`src/rtl/i2c_slave_ctrl_if.sv`:
```
// Pin-side and register-file-side signals of the I2C slave controller.
// The slave modport is the controller; the master modport is the pad and register file around it.
interface i2c_slave_ctrl_if #(parameter int LENGTH = 7);
  logic              enable;
  logic [LENGTH-1:0] own_address;
  logic              scl;
  logic              sda_in;
  logic              sda_oe;
  logic [7:0]        rx_data;
  logic              rx_valid;
  logic [7:0]        tx_data;
  logic              tx_req;
  logic              addr_match;
  logic              rw;
  logic              busy;

  modport slave (
    input  enable, own_address, scl, sda_in, tx_data,
    output sda_oe, rx_data, rx_valid, tx_req, addr_match, rw, busy
  );

  modport master (
    output enable, own_address, scl, sda_in, tx_data,
    input  sda_oe, rx_data, rx_valid, tx_req, addr_match, rw, busy
  );
endinterface

```
`src/rtl/i2c_slave_ctrl.sv`:
```
// I2C slave control unit: oversampled SCL/SDA, START/STOP detection, address match,
// ACK generation and byte transfer in both directions.
module i2c_slave_ctrl #(
  parameter int LENGTH      = 7,
  parameter int SYNC_STAGES = 2
) (
  input  logic            clk,
  input  logic            rst_n,
  i2c_slave_ctrl_if.slave bus
);

  typedef enum logic [2:0] {
    IDLE, ADDR, ADDR_ACK, RX, RX_ACK, TX, TX_ACK, WAIT_STOP
  } state_t;

  state_t            state;
  logic [SYNC_STAGES:0] scl_sh, sda_sh;
  logic [2:0]        cnt;
  logic [7:0]        rx_sh, tx_sh;
  logic              tx_load;

  // One extra flop beyond the synchronizer holds the previous value for edge detection.
  // Reset to 0 so a released bus after reset can only look like a harmless STOP, never a START.
  always_ff @(posedge clk or negedge rst_n) begin
    if (!rst_n) begin
      scl_sh <= '0;
      sda_sh <= '0;
    end else begin
      scl_sh <= {scl_sh[SYNC_STAGES-1:0], bus.scl};
      sda_sh <= {sda_sh[SYNC_STAGES-1:0], bus.sda_in};
    end
  end

  logic scl_cur, scl_old, sda_cur, sda_old;
  logic scl_rise, scl_fall, start_det, stop_det;
  logic [7:0]        byte_in;
  logic [LENGTH-1:0] addr_in;

  assign scl_cur   = scl_sh[SYNC_STAGES-1];
  assign scl_old   = scl_sh[SYNC_STAGES];
  assign sda_cur   = sda_sh[SYNC_STAGES-1];
  assign sda_old   = sda_sh[SYNC_STAGES];
  assign scl_rise  = scl_cur & ~scl_old;
  assign scl_fall  = ~scl_cur & scl_old;
  assign start_det = scl_cur & scl_old & sda_old & ~sda_cur;
  assign stop_det  = scl_cur & scl_old & ~sda_old & sda_cur;
  assign byte_in   = {rx_sh[6:0], sda_cur};
  assign addr_in   = byte_in[7 -: LENGTH];

  always_ff @(posedge clk or negedge rst_n) begin
    if (!rst_n) begin
      state          <= IDLE;
      cnt            <= '0;
      rx_sh          <= '0;
      tx_sh          <= '0;
      tx_load        <= 1'b0;
      bus.sda_oe     <= 1'b0;
      bus.rx_data    <= '0;
      bus.rx_valid   <= 1'b0;
      bus.tx_req     <= 1'b0;
      bus.addr_match <= 1'b0;
      bus.rw         <= 1'b0;
      bus.busy       <= 1'b0;
    end else begin
      bus.rx_valid <= 1'b0;
      bus.tx_req   <= 1'b0;
      if (stop_det) begin
        state          <= IDLE;
        cnt            <= '0;
        tx_load        <= 1'b0;
        bus.sda_oe     <= 1'b0;
        bus.addr_match <= 1'b0;
        bus.busy       <= 1'b0;
      end else if (start_det) begin
        state          <= ADDR;
        cnt            <= '0;
        tx_load        <= 1'b0;
        bus.sda_oe     <= 1'b0;
        bus.addr_match <= 1'b0;
        bus.busy       <= 1'b1;
      end else begin
        case (state)
          ADDR: if (scl_rise) begin
            rx_sh <= byte_in;
            cnt   <= cnt + 3'd1;
            if (cnt == 3'd7) begin
              if (bus.enable && addr_in == bus.own_address) begin
                state          <= ADDR_ACK;
                bus.addr_match <= 1'b1;
                bus.rw         <= byte_in[0];
                bus.tx_req     <= byte_in[0];
              end else begin
                state <= WAIT_STOP;
              end
            end
          end
          // sda_oe doubles as the ACK phase: first fall pulls low, second fall ends the slot.
          ADDR_ACK, RX_ACK: if (scl_fall) begin
            if (!bus.sda_oe) begin
              bus.sda_oe <= 1'b1;
            end else if (state == ADDR_ACK && bus.rw) begin
              tx_sh      <= bus.tx_data;
              bus.sda_oe <= ~bus.tx_data[7];
              cnt        <= '0;
              state      <= TX;
            end else begin
              bus.sda_oe <= 1'b0;
              state      <= RX;
            end
          end
          RX: if (scl_rise) begin
            rx_sh <= byte_in;
            cnt   <= cnt + 3'd1;
            if (cnt == 3'd7) begin
              bus.rx_data  <= byte_in;
              bus.rx_valid <= 1'b1;
              state        <= RX_ACK;
            end
          end
          TX: if (scl_fall) begin
            if (tx_load) begin
              tx_sh      <= bus.tx_data;
              bus.sda_oe <= ~bus.tx_data[7];
              cnt        <= '0;
              tx_load    <= 1'b0;
            end else if (cnt == 3'd7) begin
              bus.sda_oe <= 1'b0;
              cnt        <= '0;
              state      <= TX_ACK;
            end else begin
              tx_sh      <= {tx_sh[6:0], 1'b0};
              bus.sda_oe <= ~tx_sh[6];
              cnt        <= cnt + 3'd1;
            end
          end
          // Master ACK asks for another byte, loaded at the fall that ends this slot.
          TX_ACK: if (scl_rise) begin
            if (!sda_cur) begin
              bus.tx_req <= 1'b1;
              tx_load    <= 1'b1;
              state      <= TX;
            end else begin
              state <= WAIT_STOP;
            end
          end
          default: ;
        endcase
      end
    end
  end

endmodule

```
`src/flat_wrapper.sv`:
```
// flat-port wrapper written by rule: the top's interface ports become plain ports
module i2c_slave_ctrl_flat 
#(
  parameter int LENGTH      = 7,
  parameter int SYNC_STAGES = 2
)
  (clk, rst_n, bus_enable, bus_own_address, bus_scl, bus_sda_in, bus_tx_data, bus_sda_oe, bus_rx_data, bus_rx_valid, bus_tx_req, bus_addr_match, bus_rw, bus_busy);
  i2c_slave_ctrl_if #(.LENGTH(LENGTH)) bus_i ();
  input  logic clk;
  input  logic rst_n;
  input wire logic [$bits(bus_i.enable)-1:0] bus_enable;
  input wire logic [$bits(bus_i.own_address)-1:0] bus_own_address;
  input wire logic [$bits(bus_i.scl)-1:0] bus_scl;
  input wire logic [$bits(bus_i.sda_in)-1:0] bus_sda_in;
  input wire logic [$bits(bus_i.tx_data)-1:0] bus_tx_data;
  output wire logic [$bits(bus_i.sda_oe)-1:0] bus_sda_oe;
  output wire logic [$bits(bus_i.rx_data)-1:0] bus_rx_data;
  output wire logic [$bits(bus_i.rx_valid)-1:0] bus_rx_valid;
  output wire logic [$bits(bus_i.tx_req)-1:0] bus_tx_req;
  output wire logic [$bits(bus_i.addr_match)-1:0] bus_addr_match;
  output wire logic [$bits(bus_i.rw)-1:0] bus_rw;
  output wire logic [$bits(bus_i.busy)-1:0] bus_busy;
  assign bus_i.enable = bus_enable;
  assign bus_i.own_address = bus_own_address;
  assign bus_i.scl = bus_scl;
  assign bus_i.sda_in = bus_sda_in;
  assign bus_i.tx_data = bus_tx_data;
  assign bus_sda_oe = bus_i.sda_oe;
  assign bus_rx_data = bus_i.rx_data;
  assign bus_rx_valid = bus_i.rx_valid;
  assign bus_tx_req = bus_i.tx_req;
  assign bus_addr_match = bus_i.addr_match;
  assign bus_rw = bus_i.rw;
  assign bus_busy = bus_i.busy;
  i2c_slave_ctrl #(.LENGTH(LENGTH), .SYNC_STAGES(SYNC_STAGES)) u_core (.clk(clk), .rst_n(rst_n), .bus(bus_i));
endmodule
```
`config.mk`:
```
export PLATFORM = sky130hd
export DESIGN_NAME = i2c_slave_ctrl_flat
export DESIGN_NICKNAME = d
export VERILOG_FILES = /design/src/rtl/i2c_slave_ctrl_if.sv /design/src/rtl/i2c_slave_ctrl.sv /design/src/flat_wrapper.sv
export SDC_FILE = /design/constraint.sdc
export NUM_CORES = 1
export LEC_CHECK = 0
export CORE_MARGIN = 10
export CORE_UTILIZATION = 45
export DETAILED_ROUTE_END_ITERATION = 6
export HOLD_SLACK_MARGIN = 0.03
export PLACE_DENSITY = 0.77
export SLEW_MARGIN = 20
export SYNTH_ARGS = -nofsm -noshare
export SYNTH_HDL_FRONTEND = slang
export SYNTH_SLANG_ARGS = --single-unit
```
`constraint.sdc`:
```
create_clock -name clk -period 3.35 [get_ports clk]
set_clock_uncertainty 0.05 [all_clocks]
set_input_delay 0.8375 -clock clk [delete_from_list [all_inputs] [get_ports clk]]
set_output_delay 0.8375 -clock clk [all_outputs]
set_load 0.02 [all_outputs]
```
---- Word level (Yosys, flattened, before mapping) ----
Index checks and enable logic that the tools add are counted.
cells by class
  reduce and logical (&&, ||, !) cells .... 23
  multiply operators ...................... 0
  equality and inequality tests ........... 26
  shift operators ......................... 0
  divide/modulo/power cells ............... 0
  bitwise logic cells ..................... 15
  $add $sub $neg .......................... 1
  mux-type cells .......................... 69
  order comparisons ....................... 0
operators by type and width
  cell                  count
  $mux W3               23
  $ne A4 B1 Y1 const B  11
  $mux W7               6
  $mux W1               33
  $pmux W3 S5           1
  $pmux W7 S2           1
  $eq A3 B3 Y1 const B  4
  $reduce_and A4 Y1     3
  $reduce_and A6 Y1     2
  $reduce_bool A3 Y1    4
  $reduce_and A11 Y1    1
  $pmux W3 S3           1
  $ne A2 B1 Y1 const B  4
  $ne A4 B4 Y1 const B  2
  $not A1 Y1            8
  $reduce_and A8 Y1     1
  $reduce_bool A4 Y1    2
  $and A1 B1 Y1         7
  $eq A7 B7 Y1          1
  $reduce_bool A7 Y1    1
  $eq A3 B2 Y1 const B  2
  $pmux W1 S2           3
  $reduce_and A5 Y1     1
  $reduce_bool A5 Y1    1
  8 further kinds       11
storage, ports and cells
  register bits ........................... 41
  bits in writable memories ............... 0
  word-level logic and storage cells ...... 148
  ROM bits ................................ 0
  input port bits ......................... 20
  memories kept ........................... 0
  bits in latches ......................... 0
  output and inout bits ................... 14

---- Depth between registers and ports, before layout ----
Gate-level depths: netlist of the first run.
  depth in word-level cells ............... 8
  gate-level depth with buffers ........... 7
  gate-level depth less buffers ........... 7

---- Least setup slack after synthesis of the first run ----
Ideal clock, no wire load.
  path kind ............................... input to register
  from .................................... in bus_own_address[5]
  to ...................................... reg u_core.bus.rw
  data arrival time ....................... 1.842 ns
  stages on the path ...................... 5
  library setup time ...................... 0.125 ns
  setup slack ............................. 1.333 ns
  required time ........................... 3.175 ns
  cell sequence ........................... xnor2_1 -> nand2_1 -> nor4_1 -> and2_1 -> mux2_2
on the way
  cells in the longest elaborated chain, start to end .. 3
ends and longest elaborated chain
  element                             line                     source
  start: declaration                  flat_wrapper.sv:12       input wire logic [$bits(bus_i.own_address)-1:0] bus_own_address;
  $eq A7 B7 Y1                        i2c_slave_ctrl.sv:87     if (bus.enable && addr_in == bus.own_address) begin
  $logic_and A1 B1 Y1                 i2c_slave_ctrl.sv:87
  $reduce_and A6 Y1 (no source line)  -
  end signal: assignment              i2c_slave_ctrl.sv:90     bus.rw <= byte_in[0];
  end: declaration                    i2c_slave_ctrl_if.sv:19  output sda_oe, rx_data, rx_valid, tx_req, addr_match, rw, busy
No other way between the ends.
A chain may end at the register's enable or synchronous reset.

---- Worst setup path after layout of the first run ----
  from .................................... reg u_core.state[0]
  to ...................................... reg u_core.bus.rx_data[6]
on the way
  cells in the longest elaborated chain, start to end .. 2
ends and longest elaborated chain
  element                             line                     source
  start: declaration                  i2c_slave_ctrl.sv:16     state_t state;
  start signal: assignment            i2c_slave_ctrl.sv:52     state <= IDLE;
  start signal: assignment            i2c_slave_ctrl.sv:68     state <= IDLE;
  start signal: assignment            i2c_slave_ctrl.sv:75     state <= ADDR;
  $eq A3 B2 Y1                        i2c_slave_ctrl.sv:82     case (state)
  $reduce_and A5 Y1 (no source line)  -
  end signal: assignment              i2c_slave_ctrl.sv:115    bus.rx_data <= byte_in;
  end: declaration                    i2c_slave_ctrl_if.sv:19
No other way between the ends.

==> metrics.md, run 1 <==
| Metric | Value |
|---|---|
| DR iter-0 viols | 75 |
| GR Util All Layers | 12.00% |
| Mean Syn Cell Area | 11.73 um2 |
| Initial antenna violation count | 0 |
| Input/output buffers | 33 |
| Final Cell Area | 0.002557 mm2 |
| Worst Setup Start Kind | flop |
| Max IR drop VDD | 364.5 uV |
| Register area | ~0.0010 mm2 |
| First-pass GRT wire length | 7.383 mm |
| Switching power | between 0.6 and 0.7 mW |
| Synth warn | 0 |
| CTS clk-pin slew, worst paths | 0.07 ns |
| Number of diodes | 0 |
| Congestion Overflow GR | 0 |
| Seq/Total Area, Yosys | between 40 and 50% |
| Power Density | 698.3 mW/mm2 |
| Core box area | roughly 0.0047 mm2 |
| Post-CTS Setup Bufs | 0 |
| Final Hold Vio Count | 0 |
| Filler cells | 403 |
| Status | finished clean |
| Clock share of power | approximately 16% |
| CTS tree | yes |
| R2R cell count | 4 |
| Number of synthesized flops with an enable pin | 0 |
| Routed Antenna Nets | 0 |
| Worst skew pair latency | roughly 0.29 ns |
| Count leader, synth | dfrtp_1 |
| Initial cell density of the core | 46.07% |
| Max stage delay on crit path | just under 0.9 ns |
| WL met2 | around 2.2 mm |
| Post-place instance area | 0.002484 mm2 |
| Ranking of synthesized cells by area | dfrtp_1 (48%), mux2_2 (15%), xnor2_1 (2.9%), o21ai_0 (2.1%), a21oi_1 (1.6%) |
| Max Fanout on Critical Path | 22 |
| Final nets | 236 |
| I/O Pins | 34 |
| Share of cells above drive strength 1 | 23.00% |
| Critical Path End | u_core.bus.rx_data[6] |
| Synth Cell Area | roughly 0.0021 mm2 |
| Worst relative slew slack | 39.88% |
| Data arrival time of the critical path | 2.65 ns |
| # setup viols final | 0 |
| CP Capture Type | flop |
| Syn-to-layout area delta | 19.11% |
| Post-synthesis cell type count | 52 |
| Top routing layer used | met4 |
| Fin crit period | 2.525 ns |
| Via Count | roughly 1500 |
| Largest area contributor in the netlist | dfrtp_1 |
| Setup_tns | 0 ns |
| DR DRC count | 0 |
| Clk buf depth | 2 |
| CP startpoint | u_core.state[0] |
| Main flop type after synthesis | dfrtp_1 |
| Hold WC Path Type | flop to flop |
| Sw frac | between 30% and 40% |
| Leak | between 1 and 1.5 nW |
| Fmax | 396.0 MHz |
| GP Congestion | 0.8305 |
| Post-CTS sizing | 0 |
| DP HPWL | between 3 and 4 mm |
| CP max-delay cell | dfrtp_1 |
| Rows | 25 |
| Routed met1 length | 1.971 mm |
| Worst EP required | 3.48 ns |
| Area of the multi-input gates | 0.001050 mm2 |
| Post-synth top cells | dfrtp_1 (41), mux2_2 (29), o21ai_0 (9) |
| Clock H-tree levels | 2 |
| Worst-Margin Slew | 0.9018 ns |
| Max_cap viols | 0 |
| Vias per cell | around 5.7 |
| Kind of critical path | flop to flop |
| Synthesized Nets | ~200 |
| RR Endpoint | u_core.bus.rx_data[6] |
| Seq cells post-synth | 41 |
| DR WL/cell | ~17 um |
| TritonCTS buffer count | 5 |
| Slew Limit Fails | 0 |
| Post-cts hold buffer count | 0 |
| Non-Filler Instances | 267 |
| Die area | 0.007934 mm2 |
| Final worst-path cycle share | 75.39% |
| Root buf cell | clkbuf_8 |
| Power share of the sequential group | 45.5% |
| Crit Reg-Reg Startpoint | u_core.state[0] |
| Total internal power | 1.127 mW |
| RSZ-0062 raised after global routing | no |
| Largest net degree at the start of global routing | 42 |
| Placed insts | 261 |
| Vias in the first global route | 1517 |
| Logic pwr share | 38.2% |
| Clk sinks | 41 |
| Reg2Reg Setup Slack | 0.82 ns |
| Cell count after synthesis | 183 |
| Async set-reset flop share out of synthesis | 100.0% |
| DRT Pass-1 Iters | 4 |
| Synth top area share | 47.79% |
| DR WL met3 | roughly 180 um |
| Die X | 89.08 um |
| WL final | between 4 and 5 mm |
| Die Y | between 80 and 90 um |
| Critical-path cell list | nand2b_1 -> nor2_2 -> and3_1 -> mux2_2 |
[worst max-delay path, delay by kind of cell (launching register included)]
family | cells | cell delay, ns
AND/OR/NAND/NOR | 3 | 1.09
flip-flops | 1 | 0.87
multiplexers | 1 | 0.39
[flip-flops by register name, indices dropped and copies added, names as in the netlist]
signal,flops
u_core.state,3
u_core.bus.addr_match,1
u_core.tx_sh,7
u_core.bus.rw,1
u_core.scl_sh,3
u_core.bus.tx_req,1
u_core.cnt,3
u_core.bus.rx_data,8
u_core.bus.rx_valid,1
u_core.tx_load,1
u_core.rx_sh,7
u_core.bus.sda_oe,1
u_core.sda_sh,3
u_core.bus.busy,1
[placed cells by master (no fill, tap or decap), types with 4 or more instances in the layout]
cell type / count
mux2_2: 29
a21oi_1: 7
nor2b_1: 4
clkbuf_8: 5
dfrtp_1: 41
o21ai_0: 9
xnor2_1: 7
nor2_1: 6
clkdlybuf4s50_1: 32
nand2_1: 4
nand3_1: 6
a31oi_1: 4
[cell families (layout without fill, tap and decap cells)]
family | count (synthesis) | after routing | share of synthesized area (%)
AO/OA/AOI/OAI | 42 | 42 | 14.98
buffers and inverters | 13 | 43 | 3.321
multiplexers | 31 | 31 | 16.14
adder cells (fa/ha/maj) | 2 | 2 | 1.165
flip-flops | 41 | 41 | 47.79
XOR/XNOR | 8 | 8 | 3.264
AND/OR/NAND/NOR | 46 | 46 | 13.34
[power groups by stage]
stage / Combinational (mW) / Sequential (mW) / Clock, mW
3_5_place_dp: 0.680 / 0.818 / 0
6_report: 0.682 / 0.812 / 0.292
3_3_place_gp: 0.666 / 0.813 / 0
2_1_floorplan: 0.618 / 0.728 / 0
4_1_cts: 0.685 / 0.809 / 0.303
5_1_grt: 0.757 / 0.840 / 0.321
[final cells by class]
class / count / area share, %
inverter: 4 / 0.5871
multi-input combinational: 129 / 41.05
clock buffer: 5 / 2.691
tap: 54 / 2.642
timing repair buffer: 33 / 12.72
clock inverter: 1 / 0.1957
sequential: 41 / 40.12
[per-layer routing]
| layer | up-vias | track usage, % |
|---|---|---|
| met1 | 747 | 14.38 |
| met5 | - | 0 |
| met2 | 28 | 19.88 |
| li1 | 743 | - |
| met3 | 8 | 3.099 |
| met4 | 0 | 5.202 |
[how the worst min path moves through the flow]
stage                     slack, ns          endpoint        startpoint  cells after the start
after floorplan                0.28  u_core.scl_sh[1]  u_core.scl_sh[0]                      0
after global placement         0.28  u_core.scl_sh[1]  u_core.scl_sh[0]                      0
after detailed placement       0.29  u_core.scl_sh[1]  u_core.scl_sh[0]                      0
after CTS                      0.31  u_core.scl_sh[1]  u_core.scl_sh[0]                      0
after global routing           0.32  u_core.scl_sh[1]  u_core.scl_sh[0]                      0
final                          0.31  u_core.sda_sh[1]  u_core.sda_sh[0]                      0
[through the flow]
step	setup WS, ns	total power [mW]	hold WS (ns)	utilization, %
floorplan	1.333	1.345	0.2812	-
global route	0.6979	1.918	0.3173	54.87
finish	0.8245	1.786	0.3053	54.87
global placement	0.7651	1.478	0.2816	53.29
detailed placement	0.7448	1.498	0.2918	53.29
CTS	0.8523	1.796	0.3086	54.87
No activity file was read; power rests on OpenSTA's default activity.
==> run 2: changes to the inputs <==
PLACE_DENSITY = 0.79   (was 0.77)
clock period = 2 ns   (was 3.35 ns; I/O delays follow)
==> run 2 against run 1 <==
Die area stayed put. Highest routed layer unchanged. Via count grew 7.1%. Critical endpoint is now u_core.bus.rw. First-iteration DRC count up 81%.
==> metrics.md, run 2 (synthesis results as in run 1) <==
| Metric | Value |
|---|---|
| Status | finished clean |
| Root buf cell | clkbuf_8 |
| CTS clk-pin slew, worst paths | 0.07 ns |
| Worst hold margin | 0.09162 ns |
| Congestion Overflow GR | 0 |
| Crit Reg-Reg Startpoint | u_core.cnt[1] |
| DP HPWL | 3.633 mm |
| Vias in the first global route | 1705 |
| Vias per cell | ~5.6 |
| DR DRC count | 0 |
| I/O Pins | 34 |
| Worst Setup Start Kind | input port |
| # setup viols final | 0 |
| Setup ws final | ~0.045 ns |
| Clk sinks | 41 |
| DRT Pass-1 Iters | 4 |
| GP Congestion | between 0.9 and 1 |
| Most common cell after layout, fill and taps aside | dfrtp_1 |
| Fmax | 511.6 MHz |
| Kind of critical path | input port to flop |
| Worst EP required | 2.13 ns |
| Core box area | 0.004661 mm2 |
| GR Util All Layers | a little over an eighth |
| Die area | 0.007934 mm2 |
| Most frequent cells in the layout | dfrtp_1 (39), clkdlybuf4s50_1 (31), mux2_2 (29), buf_4 (24), o21ai_0 (8) |
| Die X | 89.08 um |
| Worst relative slew slack | between 60 and 70% |
| R2R cell count | 7 |
| First-pass GRT wire length | 8.293 mm |
| Largest net degree at the start of global routing | 24 |
| Die Y | 89.08 um |
| Initial antenna violation count | 0 |
| TritonCTS buffer count | 5 |
| CP startpoint | bus_own_address[3] |
| Regs by FF count | u_core.bus.rx_data: 8 flops, u_core.rx_sh: 7 flops, u_core.tx_sh: 7 flops |
| Max reg flops | 8 |
| Setup slack at placement | -0.2502 ns |
| Clock H-tree levels | 2 |
| WL final | 4.875 mm |
| RSZ-0062 raised after global routing | yes |
| Routed Antenna Nets | 0 |
| Clk buf depth | 2 |
| Slew Limit Fails | 0 |
| Syn-to-layout area delta | 33.39% |
| CTS tree | yes |
| Final worst-path cycle share | 97.74% |
| Fin crit period | 1.955 ns |
| Data arrival time of the critical path | 2.09 ns |
| Final Hold Vio Count | 0 |
| Total power | 3.475 mW |
| DR iter-0 viols | 136 |
| Max IR drop VDD | 566.5 uV |
| Post-cts hold buffer count | 0 |
| Max Fanout on Critical Path | 2 |
| Input/output buffers | 33 |
| Max_cap viols | 0 |
| Number of diodes | 0 |
| DR WL/cell | about 17 um |
| Reg with most FFs | u_core.bus.rx_data |
| Worst-Margin Slew | approximately 0.46 ns |
| Final nets | 261 |
| RR Endpoint | u_core.state[0] |
| Share of cells above drive strength 1 | 35.83% |
| Via Count | about 1600 |
| Worst skew pair latency | 0.30 ns |
| Rows | 25 |
| Reg2Reg Setup Slack | 0.05 ns |
| Hold WC Path Type | input port to async pin |
| Leak | 1.229 nW |
| Filler cells | approximately 360 |
| Power Density | ~1200 mW/mm2 |
| CP Capture Type | flop |
| Initial cell density of the core | 46.07% |
-- run 2: cell types whose count changed in the layout (fill, tap and decap cells not counted), sizes merged --
cell / before / now
clkinv: 1 / 0
buf: 1 / 26
clkbuf: 5 / 7
bufinv: 0 / 1
dlymetal6s2s: 0 / 1
clkdlybuf4s50: 32 / 31
-- run 2: area by class of cell --
cell class / instances / area [um2] / share of cell area (%)
multi-input cells: 129 / 1109 / 38.71
flip-flops and latches: 41 / 1028 / 35.91
repair buffers: 58 / 528.0 / 18.44
clock buffers: 7 / 86.33 / 3.014
well taps: 54 / 67.56 / 2.359
clock inverters: 1 / 30.03 / 1.048
inverters: 4 / 15.01 / 0.5242
-- run 2: timing repair --
action,CTS,global route
endpoints found under the setup margin,11,12
pin swaps,1,7
setup buffers,1,2
gates resized for setup,8,8
-- run 2: through the flow --
stage / instance area, um2 / TNS, ns / cells / utilization (%)
5_1_grt: 2864 / -0.1090 / 294 / 61.45
2_1_floorplan: 2147 / 0 / 183 / -
3_5_place_dp: 2661 / -0.7679 / 283 / 57.10
4_1_cts: 2829 / 0 / 292 / 60.70
3_3_place_gp: 2661 / -0.3465 / 283 / 57.10
6_report: 2864 / 0 / 294 / 61.45
-- run 2: power by group --
part	switching, mW	internal [mW]	total, mW
combinational	0.689	0.803	1.49
clock	0.279	0.407	0.686
sequential	0.247	1.05	1.30
total	1.21	2.26	3.48
-- run 2: worst max path at each step --
stage | to | slack [ns] | depth (start not counted)
finish | u_core.bus.rw | 0.05 | 6
global route | u_core.bus.rw | -0.04 | 6
CTS | u_core.state[0] | 0.008 | 7
detailed placement | u_core.bus.rw | -0.25 | 6
global placement | u_core.bus.rw | -0.20 | 6
floorplan | u_core.state[0] | 0.05 | 7
-- run 2: per-layer routing --
metal	wire [um]	vias to the layer above	share of wire (%)	GRT usage, %
li1	-	786	-	-
met4	125	0	2.6	5.925
met3	178	10	3.7	3.282
met5	0	-	0	0
met2	2453	37	50	21.94
met1	2118	802	43	16.86
-- run 2: worst max-delay path, cell delays in order --
cell             delay (ns)
clkdlybuf4s50_1        0.48
xnor2_1                0.11
nand4_1                0.15
nor4_2                 0.30
and2_4                 0.21
mux2_2                 0.33
==> run 3: changes to the inputs <==
HOLD_SLACK_MARGIN = 0.12   (was 0.03)
SKIP_CTS_REPAIR_TIMING = 1   (was unset)
==> run 3 against run 2 <==
Final cell count is the same. Sequential cell count is the same. Critical path depth is the same. Global-route usage shrank 0.21 points. Die area is the same. Non-clock buffer count is the same. Routed wire length shrank 0.12%. Power grew 0.34%. Sequential share of layout area shrank 0.28 points. Sequential power is essentially flat. Via count shrank 0.37%. Cell area grew 0.79%. Critical path type unchanged. Critical endpoint unchanged.
==> metrics.md, run 3 (synthesis results as in run 1) <==
| Metric | Value |
|---|---|
| Status | finished clean |
| Non-Filler Instances | 294 |
| Die X | 89.08 um |
| CP startpoint | bus_own_address[3] |
| I/O Pins | 34 |
| Fmax | slightly above 500 MHz |
| Syn-to-layout area delta | 34.44% |
| Clk buf depth | 2 |
| Initial cell density of the core | 46.07% |
| DP HPWL | 3.633 mm |
| Routed Antenna Nets | 0 |
| Worst-Margin Slew | 0.4500 ns |
| First-pass GRT wire length | 8.162 mm |
| CTS clk-pin slew, worst paths | approximately 0.07 ns |
| Most frequent cells in the layout | dfrtp_1 (39), clkdlybuf4s50_1 (30), mux2_2 (28), buf_4 (24), o21ai_0 (9) |
| Max reg flops | 8 |
| Fin crit period | 1.987 ns |
| Vias in the first global route | between 1500 and 2000 |
| Max_cap viols | 0 |
| CP max-delay cell | clkdlybuf4s50_1 |
| CTS tree | yes |
| Cell count along the critical path | 6 |
| Vias per cell | 5.541 |
| Crit Reg-Reg Startpoint | u_core.state[2] |
| Setup ws final | 0.01325 ns |
| Die area | 0.007934 mm2 |
| GP Congestion | 0.9421 |
| Worst Setup Start Kind | input port |
| Final Hold Vio Count | 0 |
| Regs by FF count | u_core.bus.rx_data: 8 flops, u_core.rx_sh: 7 flops, u_core.tx_sh: 7 flops |
| Placed insts | approximately 280 |
| Reg with most FFs | u_core.bus.rx_data |
| Setup slack at placement | -0.2502 ns |
| Power Density | 1208 mW/mm2 |
| Largest net degree at the start of global routing | 24 |
| Leak | 1.250 nW |
| CP delay by family, top | simple AND/OR/NAND/NOR gates |
| Most common cell after layout, fill and taps aside | dfrtp_1 |
| Die Y | 89.08 um |
| Worst EP required | between 2 and 2.5 ns |
| Setup_tns | 0 ns |
| CP Capture Type | flop |
| DRT Pass-1 Iters | 4 |
| Root buf cell | clkbuf_8 |
| GR Util All Layers | a little over an eighth |
| Hold WC Path Type | input port to async pin |
| Max Fanout on Critical Path | 2 |
| DR WL/cell | around 17 um |
| Max stage delay on crit path | around 0.5 ns |
| Data arrival time of the critical path | 2.12 ns |
| Congestion Overflow GR | 0 |
| Kind of critical path | input port to flop |
| Crit path buffers/inverters | 1 |
| Clock H-tree levels | 2 |
| Rows | 25 |
| Max IR drop VDD | around 570 uV |
| Share of cells above drive strength 1 | 36.25% |
| Filler cells | 352 |
| Clk sinks | 41 |
| RSZ-0062 raised after global routing | yes |
| Worst skew pair latency | ~0.3 ns |
| Final nets | between 200 and 300 |
| Number of diodes | 0 |
| WL final | 4.869 mm |
| DR DRC count | 0 |
| # setup viols final | 0 |
| TritonCTS buffer count | 5 |
| Area of the multi-input gates | 0.001129 mm2 |
| Critical-path cell list | clkdlybuf4s50_1 -> xnor2_1 -> nand4_1 -> nor4_2 -> and2_4 -> mux2_4 |
| Slew Limit Fails | 0 |
| DR iter-0 viols | 150 |
| Worst relative slew slack | 70.00% |
| Input/output buffers | 33 |
| Final worst-path cycle share | 99.34% |
| R2R cell count | 6 |
| Via Count | about 1600 |
| Initial antenna violation count | 0 |
| Register area | 0.001028 mm2 |
| Core box area | between 0.004 and 0.005 mm2 |
## run 3: cell types whose count changed in the layout (fill, tap and decap cells not counted), sizes merged
cell	delta
clkdlybuf4s50	-1
dlymetal6s2s	+1
## run 3: area by class of cell
cell class                      instances  share of cell area, %
Multi-Input combinational cell        129                  39.10
Inverter                                4                 0.5202
Tap cell                               54                  2.341
Timing Repair Buffer                   58                  18.38
Clock buffer                            7                  2.991
Sequential cell                        41                  35.63
Clock inverter                          1                  1.040
## run 3: power breakdown
group	leakage [nW]	switching [mW]	internal [mW]	total, mW
Sequential	0.518	0.244	1.05	1.30
Combinational	0.674	0.692	0.813	1.50
Clock	0.0585	0.281	0.407	0.688
Total	1.25	1.22	2.27	3.49
## run 3: metrics by stage
stage | power [mW] | hold slack (ns) | util, % | area, um2
2_1_floorplan | 2.253 | 0.1544 | - | 2147
3_3_place_gp | 2.660 | 0.2820 | 57.10 | 2661
3_5_place_dp | 2.699 | 0.2944 | 57.10 | 2661
4_1_cts | 3.396 | 0.1036 | 59.60 | 2778
5_1_grt | 3.740 | 0.1304 | 61.93 | 2887
6_report | 3.487 | 0.09140 | 61.93 | 2887
## run 3: path summary, 6_finish.rpt
kind | slack (ns) | to
setup / recovery | 0.01 | u_core.bus.rw
hold / removal | 0.09 | u_core.bus.rx_data[1]
setup reg to reg | 0.06 | u_core.state[0]
hold reg to reg | 0.31 | u_core.scl_sh[1]
max in group asynchronous | 1.32 | u_core.scl_sh[1]
min in group clk | 0.31 | u_core.scl_sh[1]
## run 3: worst reg2reg max path: cells and delay by family (launching register included)
kind	cells	cell delay, ns
flops	1	0.45
simple gates	2	0.58
compound gates	3	0.55
buf+inv	1	0.20
## run 3: layer usage
layer  GRT usage, %  part of all wire [%]  up-vias
met2          21.74                    51       38
met4          5.636                   2.0        0
li1               -                     -      787
met1          16.53                    43      796
met5              0                     0        -
met3          3.282                   4.7        8
